## src/rtl/alu_seq_pkg.sv

```systemverilog
// alu_seq_pkg: opcode and state enums shared by the ALU sequencer and its strobe decoder.
package alu_seq_pkg;
   typedef enum logic [2:0] {
      OP_ADD, OP_SUB, OP_AND, OP_OR, OP_NOT, OP_SHL, OP_SHR, OP_ILLEGAL
   } op_e;
   typedef enum logic [2:0] {IDLE, LOAD, EXEC, CAPTURE, RESP} state_e;
   localparam int EXEC_CW = 4;
endpackage

```

## src/rtl/alu_strobe_decode.sv

```systemverilog
// alu_strobe_decode: opcode plus enable to a one-hot ALU strobe vector (bit 0 add .. bit 6 shr).
module alu_strobe_decode
   import alu_seq_pkg::*;
(
   input  op_e        op,
   input  logic       en,
   output logic [6:0] strobe
);
   always_comb strobe = (en && op != OP_ILLEGAL) ? 7'b1 << op : 7'b0;
endmodule

```

## src/rtl/alu_sequencer.sv

```systemverilog
// alu_sequencer: accepts one ALU operation, sequences load/strobe/oe on the ALU ports,
// captures the result and returns it over a valid/ready handshake.
module alu_sequencer
   import alu_seq_pkg::*;
#(
   parameter int WIDTH       = 8,
   parameter int EXEC_CYCLES = 1
) (
   input  logic             clk,
   input  logic             rst,
   input  logic             op_valid,
   output logic             op_ready,
   input  logic [2:0]       op_code,
   input  logic [WIDTH-1:0] op_a,
   input  logic [WIDTH-1:0] op_b,
   input  logic [WIDTH-1:0] op_fi,
   output logic [WIDTH-1:0] a,
   output logic [WIDTH-1:0] b,
   output logic [WIDTH-1:0] fi,
   output logic             wa,
   output logic             wb,
   output logic             alu_add,
   output logic             alu_sub,
   output logic             alu_and,
   output logic             alu_or,
   output logic             alu_not,
   output logic             alu_shl,
   output logic             alu_shr,
   output logic             oe,
   input  logic [WIDTH-1:0] d,
   input  logic [WIDTH-1:0] fo,
   output logic             res_valid,
   input  logic             res_ready,
   output logic [WIDTH-1:0] res_data,
   output logic [WIDTH-1:0] res_flags,
   output logic             res_err
);
   state_e             state;
   op_e                op_q;
   logic [EXEC_CW-1:0] cnt;
   logic [6:0]         strobe;

   // Strobes follow the registered oe, so they are active exactly in EXEC and CAPTURE.
   alu_strobe_decode u_dec (.op(op_q), .en(oe), .strobe(strobe));
   assign {alu_shr, alu_shl, alu_not, alu_or, alu_and, alu_sub, alu_add} = strobe;

   always_ff @(posedge clk or negedge rst)
      if (!rst) begin
         state     <= IDLE;
         op_q      <= OP_ADD;
         cnt       <= '0;
         a         <= '0;
         b         <= '0;
         fi        <= '0;
         wa        <= 1'b0;
         wb        <= 1'b0;
         oe        <= 1'b0;
         op_ready  <= 1'b1;
         res_valid <= 1'b0;
         res_data  <= '0;
         res_flags <= '0;
         res_err   <= 1'b0;
      end else
         case (state)
            IDLE:
               if (op_valid) begin
                  op_q     <= op_e'(op_code);
                  op_ready <= 1'b0;
                  if (op_e'(op_code) == OP_ILLEGAL) begin
                     state     <= RESP;
                     res_valid <= 1'b1;
                     res_err   <= 1'b1;
                     res_data  <= '0;
                     res_flags <= '0;
                  end else begin
                     state <= LOAD;
                     a     <= op_a;
                     b     <= op_b;
                     fi    <= op_fi;
                     wa    <= 1'b1;
                     wb    <= op_e'(op_code) != OP_NOT;
                  end
               end
            LOAD: begin
               state <= EXEC;
               wa    <= 1'b0;
               wb    <= 1'b0;
               oe    <= 1'b1;
               cnt   <= EXEC_CW'(EXEC_CYCLES - 1);
            end
            EXEC:
               if (cnt == '0) state <= CAPTURE;
               else cnt <= cnt - EXEC_CW'(1);
            CAPTURE: begin
               state     <= RESP;
               oe        <= 1'b0;
               res_valid <= 1'b1;
               res_data  <= d;
               res_flags <= fo;
               res_err   <= 1'b0;
            end
            RESP:
               if (res_ready) begin
                  state     <= IDLE;
                  res_valid <= 1'b0;
                  op_ready  <= 1'b1;
                  a         <= '0;
                  b         <= '0;
                  fi        <= '0;
               end
            default: state <= IDLE;
         endcase
endmodule

```

## config.mk

```make
export PLATFORM = sky130hd
export DESIGN_NAME = alu_sequencer
export DESIGN_NICKNAME = d
export VERILOG_FILES = /design/src/rtl/alu_seq_pkg.sv /design/src/rtl/alu_strobe_decode.sv /design/src/rtl/alu_sequencer.sv
export SDC_FILE = /design/constraint.sdc
export NUM_CORES = 1
export LEC_CHECK = 0
export ABC_AREA = 1
export BUFFER_PORTS_ARGS = -buffer_cell sky130_fd_sc_hd__buf_4
export CORE_AREA = 2 2 81 83
export DETAILED_ROUTE_END_ITERATION = 16
export DIE_AREA = 0 0 83 85
export GPL_TIMING_DRIVEN = 0
export HOLD_SLACK_MARGIN = 0.12
export PLACE_DENSITY = 0.72
export SETUP_SLACK_MARGIN = 0.3
export SLEW_MARGIN = 10
export SYNTH_ARGS = -nofsm -noshare
export SYNTH_HDL_FRONTEND = slang
export SYNTH_HIERARCHICAL = 1
export SYNTH_SLANG_ARGS = --single-unit
export TNS_END_PERCENT = 10
```

## constraint.sdc

```tcl
create_clock -name clk -period 3 [get_ports clk]
set_input_delay 0.15 -clock clk [delete_from_list [all_inputs] [get_ports clk]]
set_output_delay 0.15 -clock clk [all_outputs]
set_load 0.01 [all_outputs]
```

==> results.cfg <==
[global_routing]
grt_pass1_vias = 2294
use_met1 = 0.2328
overflow = 0
met3_usage = 0.04086
grtUsageTotal = 0.1783
grt_pass1_wl_mm = 10.34
grtUsageMet2 = 0.3013
grt_antenna_before_repair = 0
grt_max_degree = 57
busiest_layer = met2

[yosys]
synth_edf_count = 0
yosysSeqAreaShare = 0.5221
synth.avg_cell_area_um2 = 8.067
synth_nets = 381
ys_types = 25
syn_area_mm2 = 0.002686
netlist_instances = 333
async_flop_share = 1.000
synth_ff_type = dfrtp_1
ys_warn_count = 6
synth_seq_cells = 56

[clock_tree]
clock_path_buffers = 2
cts.clk_slew.worst_paths_ns = 0.09
cts_buffers = 5
cts_setup_buffers = 0
hold_buffers = 19
cts_resized = 0
tritoncts = done
clock-root-buffer = clkbuf_8
cts_sinks = 56
h-tree-depth = 2
clock_latency_ns = 0.30

[pwr]
leakage_nw = 2.203
netSwitchingFraction = 0.4203
seqPwrFrac = 0.348
power_frac_comb = 0.533
p_per_area_mw_per_mm2 = 968.1
clockPowerShare = 0.119
switching_power_mw = 1.551
peakVddDrop_mv = 0.4460
p_int_mw = 2.139

[sta]
rsz0062_at_grt = no
hold_ws_ns = 0.1371
drv_slew = 0
period_share = 0.4911
finalSetupTns_ns = 0
setup_ws_ns = 1.527
clock.fmax_mhz = 678.8
skew_ns = 0.003311
setup_viol = 0
fin_crit_ns = 1.473
finalHoldViolCount = 0
maxSlewHeadroom = 0.5348
worst_pin_slew_ns = 0.6978

[final_layout]
fillers = 564
areaGrowthSynthToFinish_pct = 41.92
layout.nets = 506
drive_above_1_share = 0.3144
mostFrequentLayoutCells = nand2_1, buf_4, dfrtp_1, inv_1, nor2_1
final_common_cell = nand2_1
num_antenna_cells = 0

[drt]
avgViaCountPerCell = 4.572
remaining_drc_errors = 0
drtPass1Iterations = 4
route.vias.total = 2446
ant_nets = 0
wire_per_inst_um = 11.79
drt-total-wl_mm = 6.305
drt_iter0_drc = 78

[floorplanning]
row_count = 29
ioPinCount = 100
dieWidth_um = 83
core-area_mm2 = 0.006205
fp.dieArea_mm2 = 0.007055
die_h_um = 85
start_util = 0.4330

[place]
dp_hpwl_mm = 4.474
io_buffers = 99
dp_slack_ns = 1.557
place_congestion = 0.7482

[critical_path]
cpPeakStageDelay_ns = 0.48
crit_type = reg2reg
start_kind = register
path_cells = nor2_4 > nand2_2 > inv_2 > buf_2 > nor2_1 > nand3_1 > nand2_1
cp.required_ns = 3.20
cp-end-kind = register
cp_max_fo = 10
arrival_ns = 1.68
crit_slowest_cell = dfrtp_1

[run_status]
outcome = complete, no violations

[run]
max_cap_violations = 0

[min_path]
hp-class = in2reg
## synthesized netlist by cell type (2+ instances only)
master | number | share of area
o21ai_0 | 5 | 0.0093
nand2_2 | 13 | 0.030
inv_2 | 3 | 0.0042
inv_1 | 40 | 0.056
nor2_1 | 39 | 0.054
buf_6 | 3 | 0.013
buf_2 | 3 | 0.0056
dfrtp_1 | 55 | 0.51
nand3_2 | 3 | 0.011
nand3_1 | 35 | 0.065
a21oi_1 | 2 | 0.0037
a21oi_2 | 2 | 0.0065
buf_4 | 3 | 0.0084
nand2_1 | 116 | 0.16
## cells by family (layout without fill, tap and decap cells)
group | Yosys count | count (layout) | share of synthesized area
xor gates and xnor gates | 1 | 1 | 0.003261
DFF | 56 | 56 | 0.5221
adders and majority gates | 1 | 1 | 0.004657
and+or+nand+nor | 211 | 211 | 0.3517
buffers and inverters | 55 | 180 | 0.09874
AOI/OAI and AO/OA | 9 | 9 | 0.01956
## worst max-delay path: cells and delay by family, from the launching register on
family | cells | cell delay (ns)
buf+inv | 2 | 0.37
flops | 1 | 0.48
simple gates | 5 | 0.52
## power by group through the flow
stage	sequential, mW	combinational, mW	clock, mW
4_1_cts	1.28	2.00	0.447
5_1_grt	1.32	2.18	0.475
3_5_place_dp	1.29	1.97	0
6_report	1.28	1.97	0.440
3_3_place_gp	1.28	1.92	0
2_1_floorplan	1.38	1.14	0
## worst paths after layout
check	startpoint	endpoint	slack, ns	cells after the start
worst max-delay path	state[0]	a[7]	1.53	7
worst max register to register	state[0]	a[7]	1.53	7
worst min-delay path	res_ready	op_ready	0.14	3
worst min register to register	cnt[0]	cnt[0]	0.48	1
min in group asynchronous	rst	res_flags[0]	0.45	2
max in group asynchronous	rst	cnt[2]	2.10	2
## routing by layer
layer | share of wire | wire (um)
met1 | 0.44 | 2769
met3 | 0.049 | 310
met4 | 0.0097 | 61
met2 | 0.50 | 3163
met5 | 0 | 0
## stage by stage
stage	cell area, um2	total power [mW]	util	cells
2_1_floorplan	2686	2.520	-	333
4_1_cts	3812	3.727	0.6144	535
6_report	3812	3.691	0.6144	535
3_5_place_dp	3526	3.266	0.5683	509
3_3_place_gp	3526	3.199	0.5683	509
5_1_grt	3812	3.980	0.6144	535
## flip-flops by register name, summed over array words and instances (netlist names)
name / count
op_q: 3
oe: 1
res_err: 1
fi: 8
wb: 1
a: 8
res_flags: 8
cnt: 4
res_valid: 1
wa: 1
res_data: 8
op_ready: 1
state: 3
b: 8
## area by class of cell
type | count | area (um2) | share of cell area
multi-input cells | 222 | 1018 | 0.2671
well taps | 77 | 96.34 | 0.02527
inverters | 45 | 173.9 | 0.04562
flip-flops and latches | 56 | 1403 | 0.3679
clock buffers | 7 | 96.34 | 0.02527
repair buffers | 118 | 933.4 | 0.2448
plain buffers | 10 | 91.34 | 0.02396
(Power assumes the default switching activity.)
